<file path="src/rtl/clk_run_ctrl_if.sv">
// Command/configuration channels between the host/UI logic and clk_run_ctrl.
//
// Handshake rule for both channels: the master holds *_valid and its payload
// stable while waiting; a transfer happens on the clkin rising edge where
// *_valid and *_ready are both high. The slave never waits on *_valid
// before raising *_ready.
interface clk_run_ctrl_if #(
  parameter int CNT_W  = 32,
  parameter int STEP_W = 16
);
  logic              cfg_valid;
  logic [CNT_W-1:0]  cfg_half;
  logic              cfg_ready;
  logic              cmd_valid;
  logic [1:0]        cmd_op;
  logic [STEP_W-1:0] cmd_cnt;
  logic              cmd_ready;

  modport master (
    output cfg_valid, cfg_half, cmd_valid, cmd_op, cmd_cnt,
    input  cfg_ready, cmd_ready
  );

  modport slave (
    input  cfg_valid, cfg_half, cmd_valid, cmd_op, cmd_cnt,
    output cfg_ready, cmd_ready
  );
endinterface

</file>
<file path="src/rtl/clk_run_ctrl.sv">
// Run/stop/single-step controller for the divided emulation clock.
// clkout toggles every cur_half clkin cycles while running; it is started
// with a full low phase, stopped only at the end of a high phase (or at once
// when already low), and period changes take effect at falling edges.
module clk_run_ctrl #(
  parameter int CNT_W        = 32,
  parameter int DEFAULT_HALF = 25000,
  parameter int STEP_W       = 16
) (
  input  logic              clkin,
  input  logic              rst,
  clk_run_ctrl_if.slave     ctl,
  output logic              clkout,
  output logic              tick,
  output logic              busy,
  output logic [STEP_W-1:0] steps_left,
  output logic [CNT_W-1:0]  cur_half,
  output logic [1:0]        dbg_state_o
);

  typedef enum logic [1:0] {
    IDLE     = 2'd0,
    RUN      = 2'd1,
    STEP     = 2'd2,
    STOPPING = 2'd3
  } state_t;

  localparam logic [1:0] OP_STOP = 2'b00;
  localparam logic [1:0] OP_RUN  = 2'b01;
  localparam logic [1:0] OP_STEP = 2'b10;

  state_t            state_q, state_d;
  logic [CNT_W-1:0]  cnt_q;
  logic [CNT_W-1:0]  cur_half_q;
  logic [CNT_W-1:0]  pend_half_q;
  logic              pend_q;
  logic              clkout_q;
  logic              tick_q;
  logic [STEP_W-1:0] steps_q;

  logic              cfg_hs, cmd_hs;
  logic              stop_cmd, run_cmd, step_cmd;
  logic              toggle, fall, rise;
  logic [CNT_W-1:0]  cfg_half_clamped;

  assign ctl.cfg_ready = ~pend_q;
  assign ctl.cmd_ready = (state_q != STOPPING);

  assign cfg_hs   = ctl.cfg_valid & ~pend_q;
  assign cmd_hs   = ctl.cmd_valid & (state_q != STOPPING);
  assign stop_cmd = cmd_hs & (ctl.cmd_op == OP_STOP);
  assign run_cmd  = cmd_hs & (ctl.cmd_op == OP_RUN);
  assign step_cmd = cmd_hs & (ctl.cmd_op == OP_STEP);

  // A zero half-period would never match the counter; treat it as 1.
  assign cfg_half_clamped = (ctl.cfg_half == '0) ? CNT_W'(1) : ctl.cfg_half;

  // cur_half_q is never 0, so the subtraction cannot wrap.
  assign toggle = (cnt_q == cur_half_q - CNT_W'(1));
  assign fall   = toggle & clkout_q;
  assign rise   = toggle & ~clkout_q;

  // Next-state selection; commands take priority over natural step completion.
  always_comb begin
    state_d = state_q;
    unique case (state_q)
      IDLE: begin
        if (run_cmd)
          state_d = RUN;
        else if (step_cmd && (ctl.cmd_cnt != '0))
          state_d = STEP;
      end
      RUN: begin
        if (stop_cmd)
          state_d = (!clkout_q || fall) ? IDLE : STOPPING;
      end
      STEP: begin
        if (stop_cmd)
          state_d = (!clkout_q || fall) ? IDLE : STOPPING;
        else if (run_cmd)
          state_d = RUN;
        else if (fall && (steps_q == STEP_W'(1)))
          state_d = IDLE;
      end
      STOPPING: begin
        if (fall)
          state_d = IDLE;
      end
      default: state_d = IDLE;
    endcase
  end

  // State, phase counter, clock output, step count and half-period registers.
  always_ff @(posedge clkin) begin
    if (rst) begin
      state_q     <= IDLE;
      cnt_q       <= '0;
      clkout_q    <= 1'b0;
      tick_q      <= 1'b0;
      steps_q     <= '0;
      cur_half_q  <= CNT_W'(DEFAULT_HALF);
      pend_half_q <= '0;
      pend_q      <= 1'b0;
    end else begin
      state_q <= state_d;

      // Parked low in IDLE; a fresh start begins with a full low phase.
      if (state_d == IDLE || state_q == IDLE) begin
        cnt_q    <= '0;
        clkout_q <= 1'b0;
        tick_q   <= 1'b0;
      end else begin
        cnt_q    <= toggle ? '0 : cnt_q + CNT_W'(1);
        clkout_q <= clkout_q ^ toggle;
        tick_q   <= rise;
      end

      if (state_d != STEP)
        steps_q <= '0;
      else if (state_q == IDLE)
        steps_q <= ctl.cmd_cnt;
      else if (fall)
        steps_q <= steps_q - STEP_W'(1);

      // Half-period changes: immediate when idle, else at the next falling
      // edge or on the way back to IDLE, whichever comes first.
      if (state_q == IDLE) begin
        if (cfg_hs)
          cur_half_q <= cfg_half_clamped;
      end else if (state_d == IDLE) begin
        if (cfg_hs)
          cur_half_q <= cfg_half_clamped;
        else if (pend_q)
          cur_half_q <= pend_half_q;
        pend_q <= 1'b0;
      end else begin
        if (fall && pend_q) begin
          cur_half_q <= pend_half_q;
          pend_q     <= 1'b0;
        end
        if (cfg_hs) begin
          pend_half_q <= cfg_half_clamped;
          pend_q      <= 1'b1;
        end
      end
    end
  end

  assign clkout      = clkout_q;
  assign tick        = tick_q;
  assign busy        = (state_q != IDLE);
  assign steps_left  = steps_q;
  assign cur_half    = cur_half_q;
  assign dbg_state_o = state_q;

endmodule
</file>
<file path="src/flat_wrapper.sv">
// flat-port wrapper written by rule: the top's interface ports become plain ports
module clk_run_ctrl_flat 
#(
  parameter int CNT_W        = 32,
  parameter int DEFAULT_HALF = 25000,
  parameter int STEP_W       = 16
)
  (clkin, rst, clkout, tick, busy, steps_left, cur_half, dbg_state_o, ctl_cfg_valid, ctl_cfg_half, ctl_cmd_valid, ctl_cmd_op, ctl_cmd_cnt, ctl_cfg_ready, ctl_cmd_ready);
  clk_run_ctrl_if #(.CNT_W(CNT_W), .STEP_W(STEP_W)) ctl_i ();
  input  logic clkin;
  input  logic rst;
  output logic clkout;
  output logic tick;
  output logic busy;
  output logic [STEP_W-1:0] steps_left;
  output logic [CNT_W-1:0] cur_half;
  output logic [1:0] dbg_state_o;
  input wire logic [$bits(ctl_i.cfg_valid)-1:0] ctl_cfg_valid;
  input wire logic [$bits(ctl_i.cfg_half)-1:0] ctl_cfg_half;
  input wire logic [$bits(ctl_i.cmd_valid)-1:0] ctl_cmd_valid;
  input wire logic [$bits(ctl_i.cmd_op)-1:0] ctl_cmd_op;
  input wire logic [$bits(ctl_i.cmd_cnt)-1:0] ctl_cmd_cnt;
  output wire logic [$bits(ctl_i.cfg_ready)-1:0] ctl_cfg_ready;
  output wire logic [$bits(ctl_i.cmd_ready)-1:0] ctl_cmd_ready;
  assign ctl_i.cfg_valid = ctl_cfg_valid;
  assign ctl_i.cfg_half = ctl_cfg_half;
  assign ctl_i.cmd_valid = ctl_cmd_valid;
  assign ctl_i.cmd_op = ctl_cmd_op;
  assign ctl_i.cmd_cnt = ctl_cmd_cnt;
  assign ctl_cfg_ready = ctl_i.cfg_ready;
  assign ctl_cmd_ready = ctl_i.cmd_ready;
  clk_run_ctrl #(.CNT_W(CNT_W), .DEFAULT_HALF(DEFAULT_HALF), .STEP_W(STEP_W)) u_core (.clkin(clkin), .rst(rst), .ctl(ctl_i), .clkout(clkout), .tick(tick), .busy(busy), .steps_left(steps_left), .cur_half(cur_half), .dbg_state_o(dbg_state_o));
endmodule
</file>
<file path="config.mk">
export PLATFORM = sky130hd
export DESIGN_NAME = clk_run_ctrl_flat
export DESIGN_NICKNAME = d
export VERILOG_FILES = /design/src/rtl/clk_run_ctrl_if.sv /design/src/rtl/clk_run_ctrl.sv /design/src/flat_wrapper.sv
export SDC_FILE = /design/constraint.sdc
export NUM_CORES = 1
export LEC_CHECK = 0
export ABC_AREA = 1
export CAP_MARGIN = 10
export CORE_MARGIN = 1.5
export CORE_UTILIZATION = 30
export CTS_BUF_LIST = sky130_fd_sc_hd__clkbuf_8
export CTS_CLUSTER_DIAMETER = 60
export DETAILED_ROUTE_END_ITERATION = 7
export SKIP_LAST_GASP = 1
export SLEW_MARGIN = 20
export SYNTH_ARGS = -nofsm -noshare
export SYNTH_HDL_FRONTEND = slang
export SYNTH_SLANG_ARGS = --single-unit
</file>
<file path="constraint.sdc">
create_clock -name clkin -period 4.27 [get_ports clkin]
set_input_delay 1.281 -clock clkin [delete_from_list [all_inputs] [get_ports clkin]]
set_output_delay 1.281 -clock clkin [all_outputs]
set_load 0.03 [all_outputs]
</file>
==> results.env <==
OUTCOME='complete, no violations'
MAX-SLEW-MARGIN-REL_PCT=52.5
SHARE_OF_SYNTHESIZED_CELL_AREA_IN_AND_OR_NAND_AND_NOR_GATES_PCT=45.7
TOTALWIRELENGTH_UM=25600
DETAIL_ROUTE.WL_PER_CELL_UM=14.4
GRT_REMAINING_OVERFLOW=0
FIRSTDRTPASSITERS=5
SYNTH_EDF_COUNT=0
DRT_ITER0_DRC=636
CHIPHEIGHT_UM=166
P_PER_CELL_AREA_nW_PER_UM2=347
FRACTION_OF_FINAL_LAYOUT_CELLS_WITH_DRIVE_STRENGTH_GREATER_THAN_1_PCT=7.94
POST_SYNTH_NUM_CELL_TYPES=42
SYNTH.YOSYS.WARNINGS=0
CLOCK_TREE.ROOT_CELL='clkbuf_8'
SYNTH_FP_NETS=1390
FIRST_GLOBAL_VIAS=7496
ANT_NETS_AFTER_ROUTE=0
POST_SYNTH_FA_HA_MAJ_AREA_FRACTION_PCT=1.10
MAX_FREQ_MHz=255
PATH_MAX_FANOUT=29
YOSYSTOPAREACELL='dfxtp_1'
PEAKVDDDROP_V=0.000152
TIMING.FINAL.HOLD_VIOLATIONS=0
GLOBAL_ROUTE.USAGE.TOTAL_PCT=18.4
SYNTH.CELL_AREA_UM2=7970
SYNTH_AREA_LEADERS='dfxtp_1 (29%), nand2_1 (22%), nor2_1 (11%)'
SYNTH_FF_TYPE='dfxtp_1'
SYNTH-SEQ-CELLS=117
LAYOUT_WORST_PATH_CYCLE_SHARE_PCT=91.8
MAX_SLEW.WORST_PIN.SLEW_NS=0.710
TOTAL_POWER_mW=3.47
HOLDCRITPATHCLASS='reg -> reg'
WORSTSETUPPATHTYPE='reg -> reg'
PLACEMENTROWS=59
SLEW_VIOL_FINAL=0
POST_SYNTH.CELL_AREA_AVG_UM2=5.99
NUMBER_OF_INSERTED_DIODES=0
CRITICAL_PATH_ARRIVAL_NS=4.28
FINALWEIGHTEDCONGESTION=0.897
N_FILL_CELL=2829
POST-ROUTE-MIN-PERIOD_NS=3.92
DESIGN.FINAL.NETS=1497
IO_BUFFERS=108
DRCVIOLATIONCOUNT=0
CLK-INSERTION-DELAY-LATE_NS=0.47
SYNTHARSTFLOPSHARE_PCT=0
DESIGN.CORE.AREA_UM2=26100
DATA_REQUIRED_TIME_OF_THE_WORST_PATH_NS=4.63
DIE_AREA_UM2=27500
NUMCTSBUFFERS=17
MAXCAPVIOLCOUNT=0
MOST-COMMON-LAYOUT-CELLS='nand2_1 (464), nor2_1 (232), inv_1 (125)'
SETUP-VIOLATIONS-FINAL=0
SYNTHMUXAREASHARE_PCT=0
IOS=109
GRT_ANTENNA_BEFORE_REPAIR=0
GRT_START_MAX_NET_PINS=60
CTS-ROOT-TO-SINK-BUFFERS=2
DIE_WIDTH_UM=166
SYNTH_TOP_AREA_SHARE_PCT=29.4
VIAS_PER_CELL=4.66
FINAL_COMMON_CELL='nand2_1'
HPWL_UM=19400
WHS_NS=0.473
SYNTH_COMPOUND_GATE_AREA_SHARE_PCT=6.52
FIN_WORST_SKEW_NS=0.0167
LARGEST_FAMILY_OF_LOGIC_CELLS_BY_SYNTHESIZED_AREA='simple AND/OR/NAND/NOR gates'
CTS_TREE='yes'
NUM_VIAS=8313
SYNTH.YOSYS.SEQ_AREA_SHARE_PCT=29.4
CLKSINKCOUNT=117
AREA.GROWTH.SYNTH_TO_FINAL_PCT=25.3
SYNTHESIS.INSTANCES=1329
STATIC-LEAKAGE-POWER_nW=4.20
HTREE_NUM_LEVELS=4
TIMING.CRITICAL_PATH.FROM_TYPE='flop'
GRT_PASS1_WL_UM=40400
CRITPATHCAPTURETYPE='flop'
SYNTH-XOR-AREA-SHARE_PCT=8.31
FLOORPLAN.INITIALDENSITY_PCT=30.6
WORST_SETUP_HOLD_PATH_CLK_SLEW_NS=0.08
==> layout make-up <==
cell class	instances	area (um2)	share of cell area (%)
clock buffer	17	234	2.34
clock inverter	15	239	2.39
sequential	117	2340	23.5
timing repair buffer	130	1300	13.0
multi-input combinational	1041	4960	49.7
tap	335	419	4.20
inverter	129	485	4.86
==> kinds of logic (layout without fill, tap and decap cells) <==
group,Yosys count,after routing
fa+ha+maj,7,7
compound gates,94,94
flops,117,117
buf+inv,171,291
simple gates,866,866
xor+xnor,74,74
==> cells in the mapped netlist (8+ instances only) <==
cell type,number
buf_2,12
nor4_1,8
nor2_2,34
nand4_1,23
nand3_1,59
a21oi_1,22
dfxtp_1,117
a31oi_1,11
nand2_1,464
xnor2_1,25
xor2_1,48
inv_1,125
nor3_1,17
o21ai_0,47
nor2_1,234
clkbuf_1,20
==> routing by layer <==
layer / GRT usage (%) / wire length [um] / up-vias / share of wire [%]
met4: 5.41 / 418 / 0 / 1.6
met3: 3.31 / 1170 / 28 / 4.6
li1: - / - / 4355 / -
met1: 26.0 / 12600 / 3730 / 49
met2: 28.4 / 11400 / 200 / 45
met5: 0 / 0 / - / 0
==> sequential cells by signal, summed over array words and instances, names as in the netlist <==
name                flops
u_core.cnt_q           32
u_core.tick             1
u_core.pend_half_q     32
u_core.clkout           1
u_core.cur_half        32
u_core.dbg_state_o      2
u_core.steps_left      16
u_core.pend_q           1
==> final timing paths <==
check | cells after the start | slack (ns) | start | end
worst min-delay path | 2 | 0.47 | u_core.pend_half_q[8] | u_core.pend_half_q[8]
worst max-delay path | 24 | 0.35 | u_core.cur_half[1] | u_core.cur_half[29]
worst max register to register | 24 | 0.35 | u_core.cur_half[1] | u_core.cur_half[29]
worst min register to register | 2 | 0.47 | u_core.pend_half_q[8] | u_core.pend_half_q[8]
==> where the power goes <==
part	internal [mW]	switching [mW]	total (mW)
Clock	0.714	0.557	1.27
Combinational	0.360	0.587	0.948
Sequential	1.15	0.0978	1.25
==> stage by stage <==
step	setup TNS [ns]	utilization (%)	instance area (um2)	worst slack, ns	instances
finish	0	38.3	9980	0.349	1784
global route	-0.00619	38.3	9980	-0.00619	1784
CTS	0	37.8	9850	0.0523	1778
detailed placement	0	36.0	9380	0.0684	1746
global placement	0	36.0	9380	0.188	1746
floorplan	0	-	7970	0.778	1329
==> critical path, cell delays in order (launching register included) <==
cell	delay (ns)
dfxtp_1	0.31
inv_1	0.10
ha_2	0.22
nand2_1	0.08
nor2_1	0.37
nand3_1	0.13
nand2_1	0.11
nand2_1	0.06
nand2_1	0.06
nand2_1	0.06
nor2_1	0.10
nand4_1	0.25
inv_1	0.12
nand4_1	0.16
ha_1	0.24
nand3b_1	0.17
nand2_1	0.08
nand2_1	0.06
nand2_2	0.10
nand4_2	0.21
nand3_1	0.21
nand3_4	0.15
clkbuf_16	0.23
nor2_1	0.16
nor2_1	0.07
==> what timing repair did <==
action,4_1_cts,5_1_grt
hold buffers,0,0
resized for setup,0,13
endpoints found under the setup margin,0,115
buffers inserted,0,4
Power figures use the tool's default switching activity.
